**src/rtl/mem_wb_stage_if.sv**
```systemverilog
// MEM/WB stage bus: MEM-stage results in, register-file write port and retire count out.
interface mem_wb_stage_if #(
    parameter int CNT_W = 32
);
    logic              Stall_i;
    logic              Flush_i;
    logic              Valid_i;
    logic              RegWrite_i;
    logic [4:0]        WriteReg_i;
    logic [1:0]        MemToReg_i;
    logic [2:0]        LoadType_i;
    logic [1:0]        ByteOffset_i;
    logic [31:0]       ALUResult_i;
    logic [31:0]       MemData_i;
    logic [31:0]       PCPlus4_i;
    logic              Valid_o;
    logic              RegWrite_o;
    logic [4:0]        WriteReg_o;
    logic [31:0]       WriteData_o;
    logic [CNT_W-1:0]  RetireCount_o;

    modport master (
        output Stall_i, Flush_i, Valid_i, RegWrite_i, WriteReg_i, MemToReg_i,
               LoadType_i, ByteOffset_i, ALUResult_i, MemData_i, PCPlus4_i,
        input  Valid_o, RegWrite_o, WriteReg_o, WriteData_o, RetireCount_o
    );

    modport slave (
        input  Stall_i, Flush_i, Valid_i, RegWrite_i, WriteReg_i, MemToReg_i,
               LoadType_i, ByteOffset_i, ALUResult_i, MemData_i, PCPlus4_i,
        output Valid_o, RegWrite_o, WriteReg_o, WriteData_o, RetireCount_o
    );
endinterface

```
**src/rtl/mem_wb_stage.sv**
```systemverilog
// MEM/WB pipeline register: formats sub-word loads, selects the write-back source,
// registers the register-file write port and counts retired instructions.
module mem_wb_stage #(
    parameter int CNT_W = 32
) (
    input logic           clk_i,
    input logic           rst_i,
    mem_wb_stage_if.slave bus
);

    // Little-endian lane pick; halves ignore offset bit 0, LW ignores the offset.
    function automatic logic [31:0] formatLoad(input logic [2:0]  loadType,
                                               input logic [1:0]  byteOffset,
                                               input logic [31:0] word);
        logic [7:0]  byteLane;
        logic [15:0] halfLane;
        logic [31:0] result;
        case (byteOffset)
            2'd0:    byteLane = word[7:0];
            2'd1:    byteLane = word[15:8];
            2'd2:    byteLane = word[23:16];
            2'd3:    byteLane = word[31:24];
            default: byteLane = word[7:0];
        endcase
        halfLane = byteOffset[1] ? word[31:16] : word[15:0];
        case (loadType)
            3'b001:  result = {{24{byteLane[7]}}, byteLane};
            3'b010:  result = {24'h000000, byteLane};
            3'b011:  result = {{16{halfLane[15]}}, halfLane};
            3'b100:  result = {16'h0000, halfLane};
            default: result = word;
        endcase
        return result;
    endfunction

    logic [31:0]      writeDataNext;
    logic             regWriteNext;
    logic             validR;
    logic             regWriteR;
    logic [4:0]       writeRegR;
    logic [31:0]      writeDataR;
    logic [CNT_W-1:0] retireCountR;

    // Write-back source select and gated write enable for the next capture.
    always_comb begin
        writeDataNext = bus.ALUResult_i;
        regWriteNext  = bus.RegWrite_i & bus.Valid_i & (bus.WriteReg_i != 5'd0);
        case (bus.MemToReg_i)
            2'b01:   writeDataNext = formatLoad(bus.LoadType_i, bus.ByteOffset_i, bus.MemData_i);
            2'b10:   writeDataNext = bus.PCPlus4_i;
            default: writeDataNext = bus.ALUResult_i;
        endcase
    end

    // Stage register: reset beats flush, flush beats stall.
    always_ff @(posedge clk_i or posedge rst_i) begin
        if (rst_i) begin
            validR       <= 1'b0;
            regWriteR    <= 1'b0;
            writeRegR    <= 5'd0;
            writeDataR   <= 32'h00000000;
            retireCountR <= {CNT_W{1'b0}};
        end else if (bus.Flush_i) begin
            validR       <= 1'b0;
            regWriteR    <= 1'b0;
            writeRegR    <= 5'd0;
            writeDataR   <= 32'h00000000;
        end else if (bus.Stall_i) begin
            validR       <= validR;
            regWriteR    <= regWriteR;
            writeRegR    <= writeRegR;
            writeDataR   <= writeDataR;
        end else begin
            validR       <= bus.Valid_i;
            regWriteR    <= regWriteNext;
            writeRegR    <= bus.WriteReg_i;
            writeDataR   <= writeDataNext;
            if (bus.Valid_i) begin
                retireCountR <= retireCountR + {{(CNT_W-1){1'b0}}, 1'b1};
            end
        end
    end

    assign bus.Valid_o       = validR;
    assign bus.RegWrite_o    = regWriteR;
    assign bus.WriteReg_o    = writeRegR;
    assign bus.WriteData_o   = writeDataR;
    assign bus.RetireCount_o = retireCountR;

endmodule

```
**src/flat_wrapper.sv**
```systemverilog
// flat-port wrapper written by rule: the top's interface ports become plain ports
module mem_wb_stage_flat 
#(
    parameter int CNT_W = 32
)
  (clk_i, rst_i, bus_Stall_i, bus_Flush_i, bus_Valid_i, bus_RegWrite_i, bus_WriteReg_i, bus_MemToReg_i, bus_LoadType_i, bus_ByteOffset_i, bus_ALUResult_i, bus_MemData_i, bus_PCPlus4_i, bus_Valid_o, bus_RegWrite_o, bus_WriteReg_o, bus_WriteData_o, bus_RetireCount_o);
  mem_wb_stage_if #(.CNT_W(CNT_W)) bus_i ();
  input logic clk_i;
  input logic rst_i;
  input wire logic [$bits(bus_i.Stall_i)-1:0] bus_Stall_i;
  input wire logic [$bits(bus_i.Flush_i)-1:0] bus_Flush_i;
  input wire logic [$bits(bus_i.Valid_i)-1:0] bus_Valid_i;
  input wire logic [$bits(bus_i.RegWrite_i)-1:0] bus_RegWrite_i;
  input wire logic [$bits(bus_i.WriteReg_i)-1:0] bus_WriteReg_i;
  input wire logic [$bits(bus_i.MemToReg_i)-1:0] bus_MemToReg_i;
  input wire logic [$bits(bus_i.LoadType_i)-1:0] bus_LoadType_i;
  input wire logic [$bits(bus_i.ByteOffset_i)-1:0] bus_ByteOffset_i;
  input wire logic [$bits(bus_i.ALUResult_i)-1:0] bus_ALUResult_i;
  input wire logic [$bits(bus_i.MemData_i)-1:0] bus_MemData_i;
  input wire logic [$bits(bus_i.PCPlus4_i)-1:0] bus_PCPlus4_i;
  output wire logic [$bits(bus_i.Valid_o)-1:0] bus_Valid_o;
  output wire logic [$bits(bus_i.RegWrite_o)-1:0] bus_RegWrite_o;
  output wire logic [$bits(bus_i.WriteReg_o)-1:0] bus_WriteReg_o;
  output wire logic [$bits(bus_i.WriteData_o)-1:0] bus_WriteData_o;
  output wire logic [$bits(bus_i.RetireCount_o)-1:0] bus_RetireCount_o;
  assign bus_i.Stall_i = bus_Stall_i;
  assign bus_i.Flush_i = bus_Flush_i;
  assign bus_i.Valid_i = bus_Valid_i;
  assign bus_i.RegWrite_i = bus_RegWrite_i;
  assign bus_i.WriteReg_i = bus_WriteReg_i;
  assign bus_i.MemToReg_i = bus_MemToReg_i;
  assign bus_i.LoadType_i = bus_LoadType_i;
  assign bus_i.ByteOffset_i = bus_ByteOffset_i;
  assign bus_i.ALUResult_i = bus_ALUResult_i;
  assign bus_i.MemData_i = bus_MemData_i;
  assign bus_i.PCPlus4_i = bus_PCPlus4_i;
  assign bus_Valid_o = bus_i.Valid_o;
  assign bus_RegWrite_o = bus_i.RegWrite_o;
  assign bus_WriteReg_o = bus_i.WriteReg_o;
  assign bus_WriteData_o = bus_i.WriteData_o;
  assign bus_RetireCount_o = bus_i.RetireCount_o;
  mem_wb_stage #(.CNT_W(CNT_W)) u_core (.clk_i(clk_i), .rst_i(rst_i), .bus(bus_i));
endmodule
```
**config.mk**
```make
export PLATFORM = sky130hd
export DESIGN_NAME = mem_wb_stage_flat
export DESIGN_NICKNAME = d
export VERILOG_FILES = /design/src/rtl/mem_wb_stage_if.sv /design/src/rtl/mem_wb_stage.sv /design/src/flat_wrapper.sv
export SDC_FILE = /design/constraint.sdc
export NUM_CORES = 1
export LEC_CHECK = 0
export ABC_AREA = 0
export BUFFER_PORTS_ARGS = -buffer_cell sky130_fd_sc_hd__buf_2
export CAP_MARGIN = 20
export CORE_ASPECT_RATIO = 0.7
export CORE_UTILIZATION = 53
export DETAILED_ROUTE_END_ITERATION = 12
export HOLD_SLACK_MARGIN = 0.1
export PLACE_DENSITY = 0.95
export REMOVE_ABC_BUFFERS = 1
export SETUP_SLACK_MARGIN = 0.2
export SYNTH_ARGS = -nofsm -noshare
export SYNTH_HDL_FRONTEND = slang
export SYNTH_SLANG_ARGS = --single-unit
export TNS_END_PERCENT = 1
```
**constraint.sdc**
```tcl
create_clock -name clk_i -period 3.2 [get_ports clk_i]
set_input_delay 0.16 -clock clk_i [delete_from_list [all_inputs] [get_ports clk_i]]
set_output_delay 0.16 -clock clk_i [all_outputs]
set_load 0.01 [all_outputs]
```
Word-level counts from Yosys, hierarchy flattened
Cells that the tools add are included.
- output and inout bits: 71
- word-level logic and storage cells: 35
- input bits: 114
- flip-flop bits (word level): 71
- equality and inequality tests: 10
- add/sub/neg operators: 1
- reduce and logical (&&, ||, !) cells: 3
- mux-type cells: 12
- bitwise operators: 4
- operators with widths (kind ; number):
    one-hot mux 32 bit (4 select lines) ; 1
    2-to-1 mux 32 bit ; 2
    one-hot mux 32 bit (2 select lines) ; 1
    adder 32 x 1 -> 32 bit, second input constant ; 1
    one-hot mux 8 bit (4 select lines) ; 1
    2-to-1 mux 16 bit ; 1
    2-to-1 mux 5 bit ; 2
    == test 2 bit, second input constant ; 3
    == test 3 x 2 -> 1 bit, second input constant ; 2
    nonzero test 5 bit ; 1
    == test 2 x 1 -> 1 bit, second input constant ; 2
    2-to-1 mux 1 bit ; 4
    == test 3 x 1 -> 1 bit, second input constant ; 1
    == test 3 bit, second input constant ; 1
    AND reduction 3 bit ; 1
    AND 1 bit ; 2
    logical NOT 2 bit ; 1
    != test 2 x 1 -> 1 bit, second input constant ; 1
    NOT 1 bit ; 2

Logic depth before layout (Yosys ltp)
- depth in word-level cells: 6
- gate-level depth with buffers: 8

Worst setup path after synthesis
No wires, ideal clock.
- path type: reg2reg
- from: reg u_core.retireCountR[5], in the netlist u_core.bus.RetireCount_o[5]
- to: reg u_core.retireCountR[17], in the netlist u_core.bus.RetireCount_o[17]
- data arrival time: 1.604 ns
- required time: 3.121 ns
- period minus slack after synthesis: 1.684 ns
- slack: 1.516 ns
- library setup time: 0.079 ns
- buffers on the path: 1
- cell stages (with the launch flop): 6
- cell sequence: dfrtp_1 -> nand4_1 -> or2_2 -> buf_2 -> nor4_1 -> xor2_1
- cells in the longest elaborated chain, start to end: 1
- RTL lines (what ; RTL line ; text):
    start, declared ; mem_wb_stage.sv:42 ; logic [CNT_W-1:0] retireCountR;
    start signal, assigned ; mem_wb_stage.sv:62 ; retireCountR <= {CNT_W{1'b0}};
    start signal, assigned ; mem_wb_stage.sv:79 ; retireCountR <= retireCountR + {{(CNT_W-1){1'b0}}, 1'b1};
    adder 32 x 1 -> 32 bit ; mem_wb_stage.sv:79 ;
No other way between the ends.
A chain may end at the register's enable or synchronous reset.

Worst setup path after layout
- from: in bus_ByteOffset_i[1]
- to: reg u_core.writeDataR[18], in the netlist u_core.bus.WriteData_o[18]
- cells in the longest elaborated chain, start to end: 6
- elaborated cells on any way between the ends: 10
- RTL lines (what ; RTL line ; text):
    start, declared ; flat_wrapper.sv:17 ; input wire logic [$bits(bus_i.ByteOffset_i)-1:0] bus_ByteOffset_i;
    == test 2 bit, or another cell as far along ; mem_wb_stage.sv:18 ; case (byteOffset)
    one-hot mux 8 bit (4 select lines) ; mem_wb_stage.sv:18 ;
    one-hot mux 32 bit (4 select lines) (*) ; mem_wb_stage.sv:26 ; case (loadType)
    one-hot mux 32 bit (2 select lines) (*) ; mem_wb_stage.sv:48 ; case (bus.MemToReg_i)
    2-to-1 mux 32 bit (*) ; mem_wb_stage.sv:68 ; end else if (bus.Stall_i) begin
    2-to-1 mux 32 bit (*) ; mem_wb_stage.sv:63 ; end else if (bus.Flush_i) begin
    end signal, assigned ; mem_wb_stage.sv:72 ; writeDataR <= writeDataR;
    end signal, assigned ; mem_wb_stage.sv:77 ; writeDataR <= writeDataNext;
    end, declared ; mem_wb_stage.sv:41 ; logic [31:0] writeDataR;
Mark *: on every way between the ends. The rest lies on a longest branch, timed or not. The select of a mux whose other input is x is not followed.

==> impl_metrics.toml <==
[sta]
final.setup_skew_ps = 6.20
fin_tns_setup_ps = 0
worst_pin_slew_ps = 935
max_clock_freq_ghz = 0.453
setup_viol = 0
holdWs_ps = 103
worst_slack_ps = 992
timing.slew.headroom_pct = 37.7
drv_slew = 0
post-route-min-period_ps = 2210
fin_crit_sh_pct = 69.0
grt_setup_unrepaired = "false"
hold_viol = 0

[clock_tree]
cts_tree = "built"
cts-htree-levels = 3
cts_num_sinks = 71
clkSlewWorstSetupHoldPaths_ps = 60
cts_post_setup_buffers_inserted = 0
cts_max_path_buffers = 2
cts_made_buffers = 9
worst_skew_pair_latency_ps = 330
ctsRootBufferMaster = "sky130_fd_sc_hd__clkbuf_16"

[cells_and_area]
finish.cell_count_without_fillers = 765
drive_gt1_share_pct = 35.1
antenna_cells = 0
nets = 777
area.growth.synth_to_final_pct = 27.0
postLayoutCoreUtil_pct = 71.6
final_design_area_excluding_fillers_mm2 = 0.00581

[job]
cap_violations = 0

[critical_path]
timing.critical_path.to_type = "register"
timing.reg2reg.worst_path_depth = 5
critical_path_class = "in2reg"
cp-start-kind = "primary input"
critPathMaxFanout = 26
crit_path_cell_trace = "buf_2, mux4_2, nor4b_2, or3_1, o32ai_1"
required_ps = 3360
worst-endpoint-arrival_ps = 2370
crit_slowest_cell = "sky130_fd_sc_hd__or3_1"
r2r_end = "u_core.bus.RetireCount_o[26]"
worst_r2r_startpoint = "u_core.bus.RetireCount_o[0]"
flop_to_flop_setup_slack_ps = 1190
crit_path_max_incr_delay_ps = 610

[logic_synthesis]
synth_area_mm2 = 0.00457
seq_area_frac_synth_pct = 38.9
count_of_different_cell_masters_after_synthesis = 54
synth_ff_type = "sky130_fd_sc_hd__dfrtp_1"
asyncSetResetFlopFracSynth_pct = 100
synthesis.instances = 494
average_cell_area_after_synthesis_um2 = 9.25
ys.warnings.count = 0
ys_ff_latch = 71
synth_enable_flop_cells = 0

[power]
comb_power_share_pct = 22.2
leakagePower_nw = 2.81
netSwitchingFraction_pct = 29.7
p_sw_uw = 785
report.power.total_mw = 2.64
internal_power_mw = 1.86
power.share.clock_pct = 38.6
power_frac_seq_pct = 39.2
cellPowerDensity_mw_per_mm2 = 455
worst_ir_drop_vdd_mv = 0.435

[placed_design]
buffers_on_ports = 184
dp_worst_setup_slack_ps = 758
gp_congestion = 0.976
placement.cell_area_mm2 = 0.00548
dpl.hpwl_mm = 11.1
dpl.cell_count = 747

[routing]
drt_iter0_markers = 628
vias = 5040
drt-pass1-iter-count = 5
antenna_violating_nets_post_route = 0
viasPerCell = 6.59
post-route-drc-count = 0
finalWirelength_mm = 15.4
wire_per_inst_um = 20.1

[min_path]
holdCritPathClass = "in2reg"
whs_path_depth = 3
worstHoldStart = "bus_WriteReg_i[0]"
timing.hold.worst_endpoint = "u_core.bus.WriteReg_o[0]"

[global_route]
number_of_global_route_vias_before_repair = 4697
antenna_found_initial = 2
grt_overflow_total = 0
grt.total_usage_pct = 35.0
largest_net_degree_at_the_start_of_global_routing = 72
wire_length_of_the_first_global_routing_pass_mm = 23.9

[floorplan]
num_rows = 27
die_x_um = 113
placeableCoreArea_mm2 = 0.00811
dieArea_mm2 = 0.00901
i_o_pins = 185
start_util_pct = 56.4
die_h_um = 79.7

[status]
run_status = "completed"
[power by group through the flow]
stage,Combinational (mW),Sequential [mW],Clock (mW)
2_1_floorplan,0.265,1.07,0
3_3_place_gp,0.549,1.05,0
3_5_place_dp,0.571,1.05,0
4_1_cts,0.577,1.04,1.03
5_1_grt,0.631,1.05,1.07
6_report,0.586,1.04,1.02
[how the worst max path moves through the flow]
stage                     slack [ps]                 from  cells past startpoint                    endpoint
after floorplan                  880    bus_MemToReg_i[0]                      6  u_core.bus.WriteData_o[10]
after global placement           890  bus_ByteOffset_i[1]                      5  u_core.bus.WriteData_o[18]
after detailed placement         760  bus_ByteOffset_i[1]                      5  u_core.bus.WriteData_o[18]
after CTS                       1120  bus_ByteOffset_i[1]                      5  u_core.bus.WriteData_o[18]
after global routing             980  bus_ByteOffset_i[1]                      5  u_core.bus.WriteData_o[18]
final                            990  bus_ByteOffset_i[1]                      5  u_core.bus.WriteData_o[18]
[final cells by class]
class	count	area [um^2]
clock buffer	12	256
clock inverter	3	42.5
fill	623	2300
inverter	17	63.8
multi-input combinational	365	2520
sequential	71	1780
tap	101	126
timing repair buffer	196	1020
[kinds of logic after synthesis]
kind of cell,after synthesis,share of synthesized area [%]
AO/OA/AOI/OAI,164,24.7
XOR/XNOR,32,6.13
adder cells (fa/ha/maj),3,0.821
buffers and inverters,58,5.94
flip-flops,71,38.9
multiplexers,23,5.75
AND/OR/NAND/NOR,143,17.8
[critical path: cells and delay by family]
kind,cells,cell delay [ps]
AOI/OAI and AO/OA,1,250
and+or+nand+nor,2,930
buffers and inverters,1,410
muxes,1,590
[layer usage]
layer / track usage [%] / up-vias / part of all wire, %
met3: 8.12 / 53 / 11
met4: 14.1 / 2 / 2.8
li1: - / 2208 / -
met5: 0 / - / 0.084
met2: 56.0 / 384 / 46
met1: 46.2 / 2393 / 40
[repair_timing]
action / 4_1_cts / 5_1_grt
hold buffers: 3 / 0
hold endpoints to repair: 3 / 0
gates resized for setup: 0 / 0
[synthesized netlist by cell type, drive strengths merged, types with 15 or more instances]
| cell type | n | area (um^2) |
|---|---|---|
| a211oi | 18 | 135 |
| a21oi | 28 | 140 |
| a221oi | 17 | 149 |
| buf | 16 | 114 |
| clkbuf | 25 | 93.8 |
| dfrtp | 71 | 1780 |
| inv | 17 | 63.8 |
| mux2 | 16 | 180 |
| nand2 | 17 | 63.8 |
| nor2 | 40 | 150 |
| o21ai | 27 | 135 |
| o22ai | 17 | 106 |
| o32ai | 15 | 131 |
| xnor2 | 23 | 201 |
[state kept, by name, summed over array words and instances, names as in the netlist]
| signal | cells |
|---|---|
| u_core.bus.WriteData_o | 32 |
| u_core.bus.RetireCount_o | 32 |
| u_core.bus.RegWrite_o | 1 |
| u_core.bus.WriteReg_o | 5 |
| u_core.bus.Valid_o | 1 |
[cell usage in the layout, fill, tap and decap left out, drive strengths merged, types with 8 or more instances in the layout]
| cell | synthesis | layout |
|---|---|---|
| dfrtp | 71 | 71 |
| a211oi | 18 | 18 |
| o32ai | 15 | 15 |
| a31oi | 12 | 12 |
| a221oi | 17 | 17 |
| clkbuf | 25 | 12 |
| nand4 | 12 | 12 |
| nand3 | 14 | 14 |
| buf | 16 | 193 |
| inv | 17 | 17 |
| nor2b | 12 | 12 |
| xnor2 | 23 | 23 |
| a211o | 8 | 8 |
| nor2 | 40 | 40 |
| o21ai | 27 | 27 |
| mux2 | 16 | 16 |
| o22ai | 17 | 17 |
| xor2 | 9 | 9 |
| a21oi | 28 | 28 |
| nand2 | 17 | 17 |
(Power assumes the default switching activity.)
